==> config.mk <==
export PLATFORM = sky130hd
export DESIGN_NAME = fp32_seq_subtractor_flat
export DESIGN_NICKNAME = d
export VERILOG_FILES = /design/src/rtl/fp32_seq_subtractor_if.sv /design/src/rtl/fp32_seq_subtractor.sv /design/src/flat_wrapper.sv
export SDC_FILE = /design/constraint.sdc
export NUM_CORES = 1
export LEC_CHECK = 0
export CAP_MARGIN = 20
export CORE_MARGIN = 2
export CORE_UTILIZATION = 55
export DETAILED_ROUTE_END_ITERATION = 10
export HOLD_SLACK_MARGIN = 0.06
export PLACE_DENSITY = 0.83
export SLEW_MARGIN = 30
export SYNTH_ARGS = -nofsm -noshare
export SYNTH_HDL_FRONTEND = slang
export SYNTH_SLANG_ARGS = --single-unit
==> constraint.sdc <==
create_clock -name clk -period 7 [get_ports clk]
set_clock_uncertainty 0.05 [all_clocks]
set_input_delay 1.05 -clock clk [delete_from_list [all_inputs] [get_ports clk]]
set_output_delay 1.05 -clock clk [all_outputs]
set_load 0.005 [all_outputs]
==> src/rtl/fp32_seq_subtractor_if.sv <==
// Operand/result handshake bundle for fp32_seq_subtractor.
// master drives operands and out_ready; slave is the subtractor.
interface fp32_seq_subtractor_if;
  logic [31:0] a;
  logic [31:0] b;
  logic        in_valid;
  logic        in_ready;
  logic [31:0] S;
  logic        Overflow;
  logic        out_valid;
  logic        out_ready;

  modport master (
    output a, b, in_valid, out_ready,
    input  in_ready, S, Overflow, out_valid
  );

  modport slave (
    input  a, b, in_valid, out_ready,
    output in_ready, S, Overflow, out_valid
  );
endinterface

==> src/rtl/fp32_seq_subtractor.sv <==
// Multi-cycle FP32 subtractor S = a - b with one-bit-per-cycle align/normalise.
// Define FP32_SUB_RNE_EN for round-to-nearest-even; default is truncation.
module fp32_seq_subtractor (
  input  logic                        clk,
  input  logic                        rst_n,
  fp32_seq_subtractor_if.slave        bus
);
  typedef enum logic [2:0] {IDLE, UNPACK, ALIGN, ADD, NORM, ROUND, DONE} state_t;

  state_t      state, state_nxt;
  logic [31:0] op_a, op_b;
  logic        x_sign, y_sign;
  logic [8:0]  x_exp;
  logic [26:0] x_man, y_man;
  logic [7:0]  diff;
  logic [31:0] s_q;
  logic        ovf_q;

  logic [7:0]  exp_a, exp_b, unpack_diff;
  logic        special, a_big;
  logic [26:0] man_a, man_b;
  logic [27:0] sum;
  logic [26:0] add_man;

  function automatic logic [32:0] round_pack(input logic sign, input logic [8:0] exp_in,
                                             input logic [26:0] man);
    logic [24:0] t;
    logic [8:0]  e;
    logic        inc;
    e = exp_in;
`ifdef FP32_SUB_RNE_EN
    inc = man[2] & (man[1] | man[0] | man[3]);
`else
    inc = 1'b0;
`endif
    t = {1'b0, man[26:3]} + {24'd0, inc};
    if (t[24]) begin
      t = t >> 1;
      e = e + 9'd1;
    end
    if (e >= 9'd255) return {1'b1, 32'h7F80_0000};
    return {1'b0, sign, e[7:0], t[22:0]};
  endfunction

  // op_b already carries the inverted sign, so everything below is a plain add
  assign exp_a       = op_a[30:23];
  assign exp_b       = op_b[30:23];
  assign special     = (exp_a == 8'hFF) || (exp_b == 8'hFF);
  assign a_big       = op_a[30:0] >= op_b[30:0];
  assign man_a       = (exp_a == 8'd0) ? 27'd0 : {1'b1, op_a[22:0], 3'b000};
  assign man_b       = (exp_b == 8'd0) ? 27'd0 : {1'b1, op_b[22:0], 3'b000};
  assign unpack_diff = a_big ? (exp_a - exp_b) : (exp_b - exp_a);

  assign sum     = (x_sign == y_sign) ? ({1'b0, x_man} + {1'b0, y_man})
                                      : ({1'b0, x_man} - {1'b0, y_man});
  assign add_man = sum[27] ? {sum[27:2], sum[1] | sum[0]} : sum[26:0];

  assign bus.in_ready  = (state == IDLE);
  assign bus.out_valid = (state == DONE);
  assign bus.S         = s_q;
  assign bus.Overflow  = ovf_q;

  always_ff @(posedge clk or negedge rst_n) begin
    if (!rst_n) state <= IDLE;
    else        state <= state_nxt;
  end

  // Exits are taken on the last shift so ALIGN costs d cycles and NORM n cycles
  always_comb begin
    state_nxt = state;
    case (state)
      IDLE:    if (bus.in_valid) state_nxt = UNPACK;
      UNPACK:  if (special) state_nxt = DONE;
               else if (unpack_diff == 8'd0) state_nxt = ADD;
               else state_nxt = ALIGN;
      ALIGN:   if (diff > 8'd26 || diff == 8'd1) state_nxt = ADD;
      ADD:     if (sum == 28'd0) state_nxt = DONE;
               else if (add_man[26]) state_nxt = ROUND;
               else state_nxt = NORM;
      NORM:    if (x_exp == 9'd1) state_nxt = DONE;
               else if (x_man[25]) state_nxt = ROUND;
      ROUND:   state_nxt = DONE;
      DONE:    if (bus.out_ready) state_nxt = IDLE;
      default: state_nxt = IDLE;
    endcase
  end

  always_ff @(posedge clk or negedge rst_n) begin
    if (!rst_n) begin
      op_a   <= 32'd0;
      op_b   <= 32'd0;
      x_sign <= 1'b0;
      y_sign <= 1'b0;
      x_exp  <= 9'd0;
      x_man  <= 27'd0;
      y_man  <= 27'd0;
      diff   <= 8'd0;
      s_q    <= 32'd0;
      ovf_q  <= 1'b0;
    end else begin
      case (state)
        IDLE: if (bus.in_valid) begin
          op_a <= bus.a;
          op_b <= {~bus.b[31], bus.b[30:0]};
        end
        UNPACK: begin
          if (special) begin
            s_q   <= 32'h7F80_0000;
            ovf_q <= 1'b1;
          end else begin
            ovf_q  <= 1'b0;
            diff   <= unpack_diff;
            x_sign <= a_big ? op_a[31] : op_b[31];
            y_sign <= a_big ? op_b[31] : op_a[31];
            x_exp  <= {1'b0, a_big ? exp_a : exp_b};
            x_man  <= a_big ? man_a : man_b;
            y_man  <= a_big ? man_b : man_a;
          end
        end
        ALIGN: begin
          if (diff > 8'd26) begin
            y_man <= {26'd0, |y_man};
            diff  <= 8'd0;
          end else begin
            y_man <= {1'b0, y_man[26:2], y_man[1] | y_man[0]};
            diff  <= diff - 8'd1;
          end
        end
        ADD: begin
          x_man <= add_man;
          x_exp <= x_exp + {8'd0, sum[27]};
          if (sum == 28'd0) s_q <= 32'd0;
        end
        NORM: begin
          x_man <= {x_man[25:0], 1'b0};
          x_exp <= x_exp - 9'd1;
          if (x_exp == 9'd1) s_q <= {x_sign, 31'd0};
        end
        ROUND:   {ovf_q, s_q} <= round_pack(x_sign, x_exp, x_man);
        default: ;
      endcase
    end
  end
endmodule

==> src/flat_wrapper.sv <==
// flat-port wrapper written by rule: the top's interface ports become plain ports
module fp32_seq_subtractor_flat 
  (clk, rst_n, bus_a, bus_b, bus_in_valid, bus_out_ready, bus_in_ready, bus_S, bus_Overflow, bus_out_valid);
  fp32_seq_subtractor_if bus_i ();
  input  logic clk;
  input  logic rst_n;
  input wire logic [$bits(bus_i.a)-1:0] bus_a;
  input wire logic [$bits(bus_i.b)-1:0] bus_b;
  input wire logic [$bits(bus_i.in_valid)-1:0] bus_in_valid;
  input wire logic [$bits(bus_i.out_ready)-1:0] bus_out_ready;
  output wire logic [$bits(bus_i.in_ready)-1:0] bus_in_ready;
  output wire logic [$bits(bus_i.S)-1:0] bus_S;
  output wire logic [$bits(bus_i.Overflow)-1:0] bus_Overflow;
  output wire logic [$bits(bus_i.out_valid)-1:0] bus_out_valid;
  assign bus_i.a = bus_a;
  assign bus_i.b = bus_b;
  assign bus_i.in_valid = bus_in_valid;
  assign bus_i.out_ready = bus_out_ready;
  assign bus_in_ready = bus_i.in_ready;
  assign bus_S = bus_i.S;
  assign bus_Overflow = bus_i.Overflow;
  assign bus_out_valid = bus_i.out_valid;
  fp32_seq_subtractor u_core (.clk(clk), .rst_n(rst_n), .bus(bus_i));
endmodule
==> out/metrics.cfg <==
[critical_path]
crit_type=reg -> reg
r2r-start=u_core.y_man[0]
start_kind=flip-flop
cp.required_ns=7.28
ff2ff_path_depth=23
worstPathArrival_ns=6.35
cp_max_fo=15
end_kind=flip-flop
r2r_end=u_core.x_exp[4]
r2r_slack_ns=0.93

[timing]
max_slew_margin=0.319
hold_ws_ns=0.456
tns_ns=0
rsz0062_at_grt=false
max_freq_mhz=165
drv_slew=0
worst_slack_ns=0.927
worst_slew_pin_slew_ns=1.02
post-route-period-util=0.868
setup_violations=0
timing.final.hold_violations=0
fin_crit_ns=6.07

[route]
wire_per_inst_um=18.7
ant_nets=0
wl_um=34400
drt-initial-drc-count=1151
first_pass_iters=5
num_vias=11600
drc_errors=0
routed_via_density=6.27

[clocking]
root_buffer=clkbuf_16
post-cts-setup-buffers=0
clk_pin_slew_ns=0.08
cts_buffers=17
cts_tree=done
htreeDepth=4
cts_hold_buf=0
ctsResizeCount=0
clock_path_buffers=2
cts_sinks=173
clock_latency_ns=0.44

[min_path]
hold-path-endpoint=u_core.bus.S[17]
min-delay-start=u_core.bus.S[17]
hp-class=reg -> reg
hold_depth=1

[global_route]
track_usage=0.294
antenna_found_initial=0
overflow=0
grt_max_degree=117
grt_pass1_vias=10900
grt_pass1_wl_um=56400

[yosys]
ys_seq_area_frac=0.353
ys_seq_elements=173
yosys.cell_types.count=70
yosys_warnings=0
ys.flop_type=dfrtp_1
syn-num-nets=1658
netlist_area_mm2=0.0123
avgSynthCellArea_um2=8.15
async_flop_share=1.00
synthCells=1507
synth_edf_count=0

[floorplan]
row_count=54
initial_core_util=0.561
die_x_um=153
core_area_mm2=0.0219
io_pins=103
die_y_um=153
die-area_mm2=0.0235

[run]
drv_cap=0

[cells_and_area]
syn2layout_area_growth_pct=14.2
antennaDiodeCount=0
final_area_mm2=0.0140
final_common_cell=nand2_1
nets=1701
layout-drive-gt1-share=0.0505
layout_common_cells=nand2_1 (237), dfrtp_1 (173), o21ai_0 (146)

[status]
run_status=completed

[placement]
hpwl_um=25100
place_area_mm2=0.0134
io_buffers=102
dp_slack_ns=0.883
gp_congestion=0.934

==> kinds of logic after synthesis <==
kind of cell / count (synthesis) / share of synthesized area
buf+inv: 161 / 0.0515
mux: 46 / 0.0392
flops: 173 / 0.353
fa+ha+maj: 83 / 0.0864
xor+xnor: 57 / 0.0407
simple gates: 548 / 0.202
compound gates: 439 / 0.228
==> state kept, by name (all words and copies together) (netlist names), 3 cells and up <==
name	flops
u_core.bus.S	32
u_core.op_a	32
u_core.op_b	32
u_core.x_man	27
u_core.y_man	27
u_core.x_exp	9
u_core.diff	8
u_core.state	3
==> worst max-delay path: stages (launching register included) <==
cell and delay (ns):
dfrtp_1 0.40, inv_1 0.09, ha_1 0.19, nand2b_1 0.11, nor4_1 0.54, nand3b_1 0.20, or3_1 0.50, o31ai_1 0.29
xnor2_1 0.19, ha_1 0.30, a21oi_1 0.21, o21ai_0 0.16, a211oi_1 0.26, o22ai_1 0.11, nor3_2 0.19, xor2_1 0.21
clkinv_1 0.54, ha_1 0.45, ha_1 0.23, nand3_1 0.13, nor2_1 0.09, a21oi_1 0.15, o221ai_1 0.12, a22o_1 0.25
==> worst max path at each step <==
stage | slack [ns] | from | depth (start not counted) | endpoint
2_1_floorplan | 1.95 | u_core.y_man[9] | 22 | u_core.x_exp[8]
3_3_place_gp | 1.15 | u_core.y_man[0] | 19 | u_core.bus.S[4]
3_5_place_dp | 0.88 | u_core.y_man[0] | 19 | u_core.bus.S[0]
4_1_cts | 0.89 | u_core.y_man[0] | 19 | u_core.bus.S[0]
5_1_grt | 0.21 | u_core.y_man[0] | 24 | u_core.x_exp[6]
6_report | 0.93 | u_core.y_man[0] | 23 | u_core.x_exp[4]
==> routing by layer <==
metal,share of wire,GRT usage,up-vias,wire length (um)
li1,-,-,5505,-
met1,0.46,0.432,5464,15700
met3,0.080,0.0567,69,2750
met2,0.44,0.437,520,15100
met4,0.023,0.0913,2,801
met5,0.0017,0.0186,-,57
==> stage by stage <==
stage          cells   util
6_report        1843  0.641
3_5_place_dp    1810  0.612
4_1_cts         1842  0.640
3_3_place_gp    1810  0.612
2_1_floorplan   1507      -
5_1_grt         1843  0.641
==> synthesized netlist by cell type, types with 3 or more instances <==
cell | count | area share
a22o_1 | 27 | 0.019
and3_1 | 5 | 0.0025
or2_2 | 5 | 0.0025
and4_1 | 4 | 0.0029
a221o_1 | 4 | 0.0033
o21ai_1 | 3 | 0.0012
mux2i_1 | 29 | 0.024
nor4_1 | 9 | 0.0046
a211oi_1 | 8 | 0.0049
and2_1 | 9 | 0.0046
mux2_2 | 15 | 0.014
nand2b_1 | 15 | 0.0076
xor2_1 | 26 | 0.019
clkbuf_1 | 85 | 0.026
or3_1 | 13 | 0.0066
a2bb2oi_1 | 3 | 0.0021
o22ai_1 | 27 | 0.014
fa_1 | 3 | 0.0049
ha_1 | 80 | 0.082
xnor2_1 | 31 | 0.022
inv_1 | 67 | 0.020
o41ai_1 | 4 | 0.0029
a31oi_1 | 11 | 0.0056
a22oi_1 | 4 | 0.0024
nand4_1 | 23 | 0.012
o211ai_1 | 9 | 0.0055
o21bai_1 | 8 | 0.0049
nor3_1 | 21 | 0.0086
o221ai_1 | 5 | 0.0036
o21a_1 | 5 | 0.0031
nor2b_1 | 8 | 0.0041
o21ai_0 | 146 | 0.060
a221oi_1 | 48 | 0.034
nand3_1 | 55 | 0.022
a21o_1 | 13 | 0.0079
dfrtp_1 | 173 | 0.35
o31ai_1 | 5 | 0.0031
a21oi_1 | 94 | 0.038
nor4b_1 | 4 | 0.0029
nor2_1 | 126 | 0.039
nand2_1 | 238 | 0.073
buf_4 | 3 | 0.0018
==> final cells by class <==
type | count | area [um2]
clock buffer | 17 | 425
multi-input combinational | 1173 | 7340
sequential | 173 | 4330
tap | 280 | 350
fill | 1864 | 7870
timing repair buffer | 117 | 1150
inverter | 68 | 255
clock inverter | 15 | 171
Power is left out: the tool's default activity adds up to more than one toggle a clock period on the data nets, which glitch-free logic cannot reach.
==> patch (same settings) <==
The option `FP32_SUB_RNE_EN` is turned on by a define.
--- a/src/rtl/fp32_seq_subtractor.sv
+++ b/src/rtl/fp32_seq_subtractor.sv
@@ -1,4 +1,6 @@
 // Multi-cycle FP32 subtractor S = a - b with one-bit-per-cycle align/normalise.
 // Define FP32_SUB_RNE_EN for round-to-nearest-even; default is truncation.
+`define FP32_SUB_RNE_EN
+
 module fp32_seq_subtractor (
   input  logic                        clk,
Function: changed (a bounded check fails within 10 cycles, from zero or initial values and one cycle with rst_n low).
==> patch against the unedited design <==
- setup slack gained 300 ps
- final area up 6.7%
- critical endpoint is now u_core.bus.S[24]
- sequential share of layout area fell by 2.0 points
- wire length is 14% higher
- sequential cell count is the same
- area after synthesis grew 7.8%
Power is left out: the tool's default activity adds up to more than one toggle a clock period on the data nets, which glitch-free logic cannot reach.
==> patch: results <==
[finish]
drive_gt1_share_pct = 5.269
layout.nets = 1825
layout.cells.non_filler = 2008

[synth]
synth_cell_type_count = 84
syn_inst = 1649
yosys.area_share.xor_xnor_pct = 5.483
synth.mux.area_fraction_pct = 4.159
synth_common_cells = nand2_1 (238), dfrtp_1 (173), nor2_1 (169)
yosys-top-cells-area = dfrtp_1 (33%), ha_1 (7.4%), nand2_1 (6.7%)
yosys.area_share.adder_pct = 7.827
ys_seq_area_share_pct = 32.71

[global_route]
grt_max_degree = 120
grt_pass1_wl_um = 63240
track_usage_pct = 30.78
grt_pass1_vias = 11791

[placed_design]
dpl_cell_area_sq_mm = 0.01434
dpl_worst_slack_ps = 1396
dp_hpwl_um = 28900
place_congestion = 0.9476

[sta]
fin_hold_ws_ps = 431.3
layout_setup_ws_ps = 1228

[routing]
vias = 12690
routed_wl_um = 39120
drtIter0Drc = 1449

[setup_path]
worst_ep_arrival_time_ps = 6050
critPathMaxFanout = 32

[outcome]
status = finished clean
patch: cell count changes in the layout (fill, tap and decap cells not counted), moves of 8 or more:
cell and change:
a21o_1 +27, a21oi_1 +9, a22o_1 -17, mux2_2 -9, mux2i_1 +8, nand3_1 +22
nor2_1 +43, o22ai_1 -24, xnor2_1 +16, xor2_1 +8
patch: worst max-delay path, cell delays in order, from the launching register on:
cell	delay, ps
dfrtp_1	440
or3_1	420
nor4_1	360
nand4b_1	310
nor2_1	320
nand2_1	120
o21ai_0	250
xnor2_1	130
ha_1	460
and4_1	310
and3_1	270
o2111ai_1	130
o21bai_1	230
and3b_1	230
o2111a_1	230
or4b_4	220
nor3_4	40
a21oi_4	740
mux2_1	400
patch: layout make-up:
type / count / area, sq um
clock buffers: 17 / 425.4
fillers: 2055 / 8573
inverters: 62 / 232.7
well taps: 319 / 399.1
clock inverters: 15 / 195.2
multi-input cells: 1306 / 8257
repair buffers: 116 / 1131
flip-flops and latches: 173 / 4329
patch: path summary, 6_finish.rpt:
check | cells after the start | endpoint | from
max in group asynchronous | 2 | u_core.diff[1] | rst_n
min reg2reg | 1 | u_core.bus.S[16] | u_core.bus.S[16]
max | 18 | u_core.bus.S[24] | u_core.y_man[7]
min in group asynchronous | 1 | u_core.x_exp[8] | rst_n
min | 1 | u_core.bus.S[16] | u_core.bus.S[16]
max reg2reg | 18 | u_core.bus.S[24] | u_core.y_man[7]
patch: routing by layer:
layer	track usage (%)	routed length, um	vias to the layer above
li1	-	-	5985
met1	44.86	17600	5996
met2	47.31	17470	626
met3	4.689	3154	83
met4	9.545	894	0
met5	0	0	-
